==> config.mk <==
export PLATFORM = sky130hd
export DESIGN_NAME = core_scheduler
export DESIGN_NICKNAME = d
export VERILOG_FILES = /design/src/rtl/core_scheduler.sv
export SDC_FILE = /design/constraint.sdc
export NUM_CORES = 1
export LEC_CHECK = 0
export ABC_AREA = 1
export BUFFER_PORTS_ARGS = -buffer_cell sky130_fd_sc_hd__buf_2
export CAP_MARGIN = 20
export CELL_PAD_IN_SITES_DETAIL_PLACEMENT = 0
export CELL_PAD_IN_SITES_GLOBAL_PLACEMENT = 2
export CORE_UTILIZATION = 30
export CTS_CLUSTER_DIAMETER = 60
export CTS_CLUSTER_SIZE = 12
export DETAILED_ROUTE_END_ITERATION = 8
export PLACE_DENSITY_LB_ADDON = 0.1
export SLEW_MARGIN = 40
export SYNTH_ARGS = -nofsm -noshare
export SYNTH_HDL_FRONTEND = slang
export SYNTH_SLANG_ARGS = --single-unit
==> constraint.sdc <==
create_clock -name clk -period 2.53 [get_ports clk]
set_input_delay 0.253 -clock clk [delete_from_list [all_inputs] [get_ports clk]]
set_output_delay 0.253 -clock clk [all_outputs]
set_load 0.005 [all_outputs]
==> src/rtl/core_scheduler.sv <==
// -----------------------------------------------------------------------------
// core_scheduler
//
// Sequences one thread through an instruction pipeline:
//   IDLE -> FETCH -> DECODE -> REQUEST -> WAIT -> EXECUTE -> UPDATE -> FETCH/DONE
//
// Parameters
//   PC_WIDTH : width of pc / next_pc
//   TIMEOUT  : maximum wait-counter value for an LSU reply (0..255)
//
// Ports
//   clk              : clock, rising-edge
//   reset            : asynchronous active-low reset
//   start            : launch a thread (sampled in IDLE only)
//   fetch_done       : instruction fetched (sampled in FETCH only)
//   dec_mem_op       : decoded instruction is a load/store (sampled in REQUEST)
//   dec_reg_we       : decoded instruction writes the register file
//   dec_ret          : decoded instruction is RET
//   lsu_done         : LSU reply (sampled in WAIT only)
//   next_pc          : PC from the PC unit, captured in UPDATE
//   core_state       : current state code (also the FSM debug view)
//   pc               : current program counter
//   fetch_req        : fetch request, high throughout FETCH
//   lsu_req          : one-cycle LSU launch pulse in REQUEST
//   reg_write_enable : register-file write strobe in UPDATE
//   done             : thread finished
//   error            : LSU timeout seen; sticky until reset
//
// Handshakes: request/done pairs are level-sampled, not remembered. A done
// input only counts in the state that is waiting for it (fetch_done in
// FETCH, lsu_done in WAIT, start in IDLE); a pulse in any other state is
// dropped, so a responder must hold or re-issue it while the scheduler waits.
// -----------------------------------------------------------------------------
module core_scheduler #(
    parameter int PC_WIDTH = 8,
    parameter int TIMEOUT  = 255
) (
    input  logic                clk,
    input  logic                reset,
    input  logic                start,
    input  logic                fetch_done,
    input  logic                dec_mem_op,
    input  logic                dec_reg_we,
    input  logic                dec_ret,
    input  logic                lsu_done,
    input  logic [PC_WIDTH-1:0] next_pc,
    output logic [2:0]          core_state,
    output logic [PC_WIDTH-1:0] pc,
    output logic                fetch_req,
    output logic                lsu_req,
    output logic                reg_write_enable,
    output logic                done,
    output logic                error
);

    typedef enum logic [2:0] {
        S_IDLE    = 3'b000,
        S_FETCH   = 3'b001,
        S_DECODE  = 3'b010,
        S_REQUEST = 3'b011,
        S_WAIT    = 3'b100,
        S_EXECUTE = 3'b101,
        S_UPDATE  = 3'b110,
        S_DONE    = 3'b111
    } state_t;

    localparam logic [7:0] TIMEOUT_CNT = 8'(TIMEOUT);

    state_t     state;
    logic [7:0] wait_cnt;
    logic       mem_pending;

    always_ff @(posedge clk or negedge reset) begin
        if (!reset) begin
            state       <= S_IDLE;
            pc          <= '0;
            wait_cnt    <= '0;
            mem_pending <= 1'b0;
            done        <= 1'b0;
            error       <= 1'b0;
        end else begin
            case (state)
                S_IDLE: begin
                    if (start) state <= S_FETCH;
                end
                S_FETCH: begin
                    if (fetch_done) state <= S_DECODE;
                end
                S_DECODE: begin
                    state <= S_REQUEST;
                end
                S_REQUEST: begin
                    // Counter is cleared here so every WAIT visit starts at 0.
                    mem_pending <= dec_mem_op;
                    wait_cnt    <= '0;
                    state       <= S_WAIT;
                end
                S_WAIT: begin
                    if (!mem_pending) begin
                        state <= S_EXECUTE;
                    end else if (lsu_done) begin
                        // A reply in the timeout cycle still wins.
                        state <= S_EXECUTE;
                    end else if (wait_cnt == TIMEOUT_CNT) begin
                        state <= S_DONE;
                        done  <= 1'b1;
                        error <= 1'b1;
                    end else begin
                        wait_cnt <= wait_cnt + 8'd1;
                    end
                end
                S_EXECUTE: begin
                    state <= S_UPDATE;
                end
                S_UPDATE: begin
                    // pc always advances, RET or not; no arithmetic here.
                    pc <= next_pc;
                    if (dec_ret) begin
                        state <= S_DONE;
                        done  <= 1'b1;
                    end else begin
                        state <= S_FETCH;
                    end
                end
                S_DONE: begin
                    if (!start) begin
                        state <= S_IDLE;
                        done  <= 1'b0;
                    end
                end
                default: begin
                    state <= S_IDLE;
                end
            endcase
        end
    end

    // State register doubles as the registered core_state for the regfile.
    assign core_state       = state;
    assign fetch_req        = (state == S_FETCH);
    assign lsu_req          = (state == S_REQUEST) && dec_mem_op;
    assign reg_write_enable = (state == S_UPDATE) && dec_reg_we;

endmodule

Word level (Yosys, flattened, before mapping)
Cells that the tools add are included.
{"block": "totals", "register_bits": 22, "in_bits": 16, "output_inout_bits": 16, "wordCells": 52}
{"block": "classes", "n_addsub": 1, "n_eq_ne": 17, "mux": 18, "n_bitwise": 1, "reduce_logical": 9}
{"operator": "2-to-1 mux 8 bit", "count": 3}
{"operator": "case mux 3 bit (8 select lines)", "count": 1}
{"operator": "2-to-1 mux 3 bit", "count": 7}
{"operator": "!= test 2 bit, second input constant", "count": 8}
{"operator": "case mux 8 bit (2 select lines)", "count": 1}
{"operator": "== test 3 bit, second input constant", "count": 4}
{"operator": "AND reduction 4 bit", "count": 3}
{"operator": "adder 8 x 1 -> 8 bit, second input constant", "count": 1}
{"operator": "== test 8 bit, second input constant", "count": 1}
{"operator": "== test 3 x 2 -> 1 bit, second input constant", "count": 2}
{"operator": "AND reduction 6 bit", "count": 1}
{"operator": "2-to-1 mux 1 bit", "count": 5}
{"operator": "!= test 4 bit, second input constant", "count": 1}
{"operator": "== test 3 x 1 -> 1 bit, second input constant", "count": 1}
{"operator": "logical NOT 3 bit", "count": 1}
{"operator": "case mux 1 bit (3 select lines)", "count": 1}
{"operator": "nonzero test 3 bit", "count": 1}
{"operator": "logical AND 1 bit", "count": 2}
{"operator": "nonzero test 2 bit", "count": 1}
{"operator": "NOT 1 bit", "count": 1}

Depth between registers and ports, before layout
{"block": "logic_depth", "word_depth": 5, "depth_mapped": 8, "mapped_depth_nobuf": 8}

Least setup slack after synthesis
OpenSTA, ideal clock, no wires.
{"block": "synth_path", "path_kind": "flip-flop to flip-flop", "from": "register wait_cnt[0]", "to": "register wait_cnt[4]", "setup_time_ns": 0.118, "t_arrival_ns": 1.239, "required_ns": 2.412, "setup_slack_ns": 1.173, "path_stages_with_launch": 9, "n_path_buf": 1, "period_less_slack_ns": 1.357, "path_cell_list": "dfrtp_1 > ha_1 > nand3_1 > inv_1 > nand3_2 > nand3_2 > buf_6 > nand2_1 > o21ai_2"}
{"block": "synth_between", "elab_chain_len": 5, "word_cells_on_any_way": 8, "cone_classes": "add/sub: 1; eq/ne: 2; mux: 4; reduce/logical: 1"}
{"element": "start: declaration", "line_no": "70", "source": "logic [7:0] wait_cnt;"}
{"element": "start signal: assignment", "line_no": "109", "source": "wait_cnt <= wait_cnt + 8'd1;"}
{"element": "adder 8 x 1 -> 8 bit", "line_no": "109"}
{"element": "2-to-1 mux 8 bit", "line_no": "104", "source": "end else if (wait_cnt == TIMEOUT_CNT) begin"}
{"element": "2-to-1 mux 8 bit", "line_no": "101", "source": "end else if (lsu_done) begin"}
{"element": "2-to-1 mux 8 bit", "line_no": "99", "source": "if (!mem_pending) begin"}
{"element": "case mux 8 bit (2 select lines)", "line_no": "82", "source": "case (state)"}
Parallel ways exist; a longest one is shown, timed or not. The select of a mux whose other input is x is not followed.
A chain may end at the register's enable or synchronous reset.

Worst setup path after layout
{"block": "layout_path", "from": "register state[2] (netlist: core_state[2])", "to": "output port reg_write_enable"}
{"block": "layout_between", "elab_chain_len": 2}
{"element": "start: declaration", "line_no": "69", "source": "state_t state;"}
{"element": "start signal: assignment", "line_no": "75", "source": "state <= S_IDLE;"}
{"element": "start signal: assignment", "line_no": "84", "source": "if (start) state <= S_FETCH;"}
{"element": "start signal: assignment", "line_no": "87", "source": "if (fetch_done) state <= S_DECODE;"}
{"element": "== test 3 bit", "line_no": "142", "source": "assign reg_write_enable = (state == S_UPDATE) && dec_reg_we;"}
{"element": "logical AND 1 bit", "line_no": "142"}
{"element": "end: declaration", "line_no": "51", "source": "output logic reg_write_enable,"}
No other way between the ends.

==> run metrics <==
Synth top area share=0.4449; Final Worst Setup Slack=0.6996 ns; Routed Antenna Nets=0; TritonCTS Buffers=3; Via density=4.496; grt met3 use=0.03103; height of the chip=66.23 µm; Max Cap Viol=0; Design Power=1.401 mW; Synth Area in Simple Gates=0.3771; kind of critical path=reg2out; GRT Util Overall=0.1472; Final setup viols=0; adder-cell share of the synthesized area=0.01011; setup TNS=0 ns; Setup WS pre-CTS=0.7684 ns; Post-Syn Instances=169; WHS=0.1780 ns; PD cells=931.5 nW/µm²; final period utilization=0.7235; Worst path slowest cell=dfrtp_1; max-slew violations=0; flops & latches, synth=22; LEAKAGE=0.7779 nW; startpoint type of the worst setup path=register; Avg Synthesized Cell Area=7.322 µm²; Std-Cell Rows=22; data required time of the critical path=2.28 ns; xor/xnor share of the synthesized area=0.007078; Max H-tree Level=1; total congestion overflow=0; met2 GRT Util=0.2462; Final Skew=0.002970 ns; 1st-iter DRT viols=53; FILL cells=402; global-route wire length before repair=4933 µm; initial core utilization=0.3258; detailed-route via count=1124; achievable clock frequency=546.3 MHz; mapped cell area=1237 µm²; pin count of the biggest net entering global routing=23; FF+latch area=550.5 µm²; crit-path cells=nand3_1, nor2_1, buf_2; slew margin rel.=0.6369; CP endpoint kind=output pin; dpl cells=245; Seq/Total Area, Yosys=0.4449; synth warn=0; Total Routed Length=2824 µm; largest cells by area after synthesis=dfrtp_1 (44%), nand2_1 (21%), nand3_1 (6.1%), nor2_1 (5.2%), inv_1 (3.9%); main combinational cell family by area after synthesis=simple AND/OR/NAND/NOR gates; initial antenna violation count=0; post-synthesis mux area share=0; PostCTS Resize Cnt=0; die area=4386 µm²; VDD IR-drop max=0.3647 mV; CTS Hold Buffers Added=1; post-DP HPWL=2095 µm; GR Layer Usage met1=0.1901; clk root buf=clkbuf_8; post-synth cell types=23; share of layout cells above drive strength 1=0.2376; Net Count, Synth=186; setup bufs post-CTS=0; Pre-Repair DR Iteration Count=4; Worst-path clk slew=0.08 ns; area of the multi-input gates=585.6 µm²; Area growth syn-to-layout=21.54%; max incr delay on CP=0.61 ns; Remaining DRCs=0; crit-path max FO=11; IO Port Bufs=31; final net count=220; Compound-Gate Fraction of Synth Area=0.07887; Clock Latency Late Sink=0.26 ns; Worst-Margin Slew=0.5446 ns; worst min path class=in2reg; critical path's top delay family=flip-flops; RD Place Congestion=0.7654; outcome=completed; final hold vios=0; CTS tree=built; Final Non-Filler Cells=250; vias in the first global route=1102; gr busiest metal=met2; Worst Path Arrival=1.58 ns; Final min period=1.830 ns; clock buffer depth=2; IO Pins=32; cell taking the most area after synthesis=dfrtp_1; Die Width=66.23 µm; drt wl/cell=11.30 µm; CP Buf/Inv Count=1; unrepaired setup endpoints after global routing=false; CTS Sinks=22; ant diodes=0; core box area=3799 µm²
## worst paths after layout
check | start | endpoint | slack (ns) | cells past startpoint
min in group asynchronous | reset | wait_cnt[6] | 0.50 | 2
min reg2reg | error | error | 0.47 | 1
max in group asynchronous | reset | pc[5] | 1.67 | 2
max reg2reg | core_state[2] | core_state[2] | 0.79 | 6
min | next_pc[5] | pc[5] | 0.18 | 3
max | core_state[2] | reg_write_enable | 0.70 | 3
## flip-flops by register name (all words and copies together) (netlist names)
register and flops:
wait_cnt 8, core_state 3, error 1, pc 8, done 1, mem_pending 1
## routing by layer
layer / share of wire / wire length [µm]
met3: 0.038 / 106
met2: 0.46 / 1290
met4: 0.0078 / 22
met1: 0.50 / 1404
met5: 0 / 0
## synth_stat cells
| library cell | count |
|---|---|
| a21oi_1 | 2 |
| buf_4 | 1 |
| buf_6 | 2 |
| clkinv_1 | 1 |
| dfrtp_1 | 22 |
| ha_1 | 1 |
| inv_1 | 13 |
| inv_2 | 2 |
| inv_8 | 1 |
| nand2_1 | 70 |
| nand2_2 | 1 |
| nand3_1 | 15 |
| nand3_2 | 3 |
| nand4_1 | 1 |
| nor2_1 | 17 |
| nor2_4 | 1 |
| nor3_1 | 1 |
| o21ai_0 | 5 |
| o21ai_1 | 1 |
| o21ai_2 | 4 |
| o21bai_1 | 3 |
| or2_2 | 1 |
| xor2_1 | 1 |
## worst min-delay path, stage by stage
cell,delay (ns)
buf_2,0.07
nand2_1,0.04
nand2_1,0.04
## final cells by class
class	instances	share of cell area
multi-input cells	127	0.3894
flip-flops and latches	22	0.3661
repair buffers	32	0.1098
inverters	17	0.04742
well taps	48	0.03993
clock buffers	3	0.02745
clock inverters	1	0.01997
## power by group
part	internal, mW	switching, mW
Sequential	0.461	0.103
Clock	0.211	0.121
Combinational	0.200	0.305
Total	0.872	0.529
## logic make-up (layout without fill, tap and decap cells)
kind of cell    Yosys count  in the layout
simple gates            110            110
fa+ha+maj                 1              1
flops                    22             22
compound gates           15             15
buf+inv                  20             53
xor+xnor                  1              1
## placed cells by master, fill, tap and decap left out
| master | netlist | layout |
|---|---|---|
| inv_1 | 13 | 13 |
| nand2_1 | 70 | 70 |
| dlygate4sd3_1 | 0 | 1 |
| o21bai_1 | 3 | 3 |
| clkbuf_8 | 0 | 3 |
| xor2_1 | 1 | 1 |
| inv_8 | 1 | 1 |
| o21ai_2 | 4 | 4 |
| a21oi_1 | 2 | 2 |
| nor2_4 | 1 | 1 |
| nand3_1 | 15 | 15 |
| nand2_2 | 1 | 1 |
| clkinv_1 | 1 | 1 |
| o21ai_1 | 1 | 1 |
| or2_2 | 1 | 1 |
| nor2_1 | 17 | 17 |
| nand3_2 | 3 | 3 |
| o21ai_0 | 5 | 5 |
| buf_2 | 0 | 31 |
| bufinv_16 | 0 | 1 |
| dfrtp_1 | 22 | 22 |
| ha_1 | 1 | 1 |
| nand4_1 | 1 | 1 |
| inv_2 | 2 | 2 |
| nor3_1 | 1 | 1 |
## metrics by stage
stage,area (µm²),utilization
final,1504,0.3959
after global routing,1504,0.3959
after CTS,1504,0.3959
after detailed placement,1423,0.3745
after global placement,1423,0.3745
after floorplan,1237,-
No activity file was read; power rests on OpenSTA's default activity.
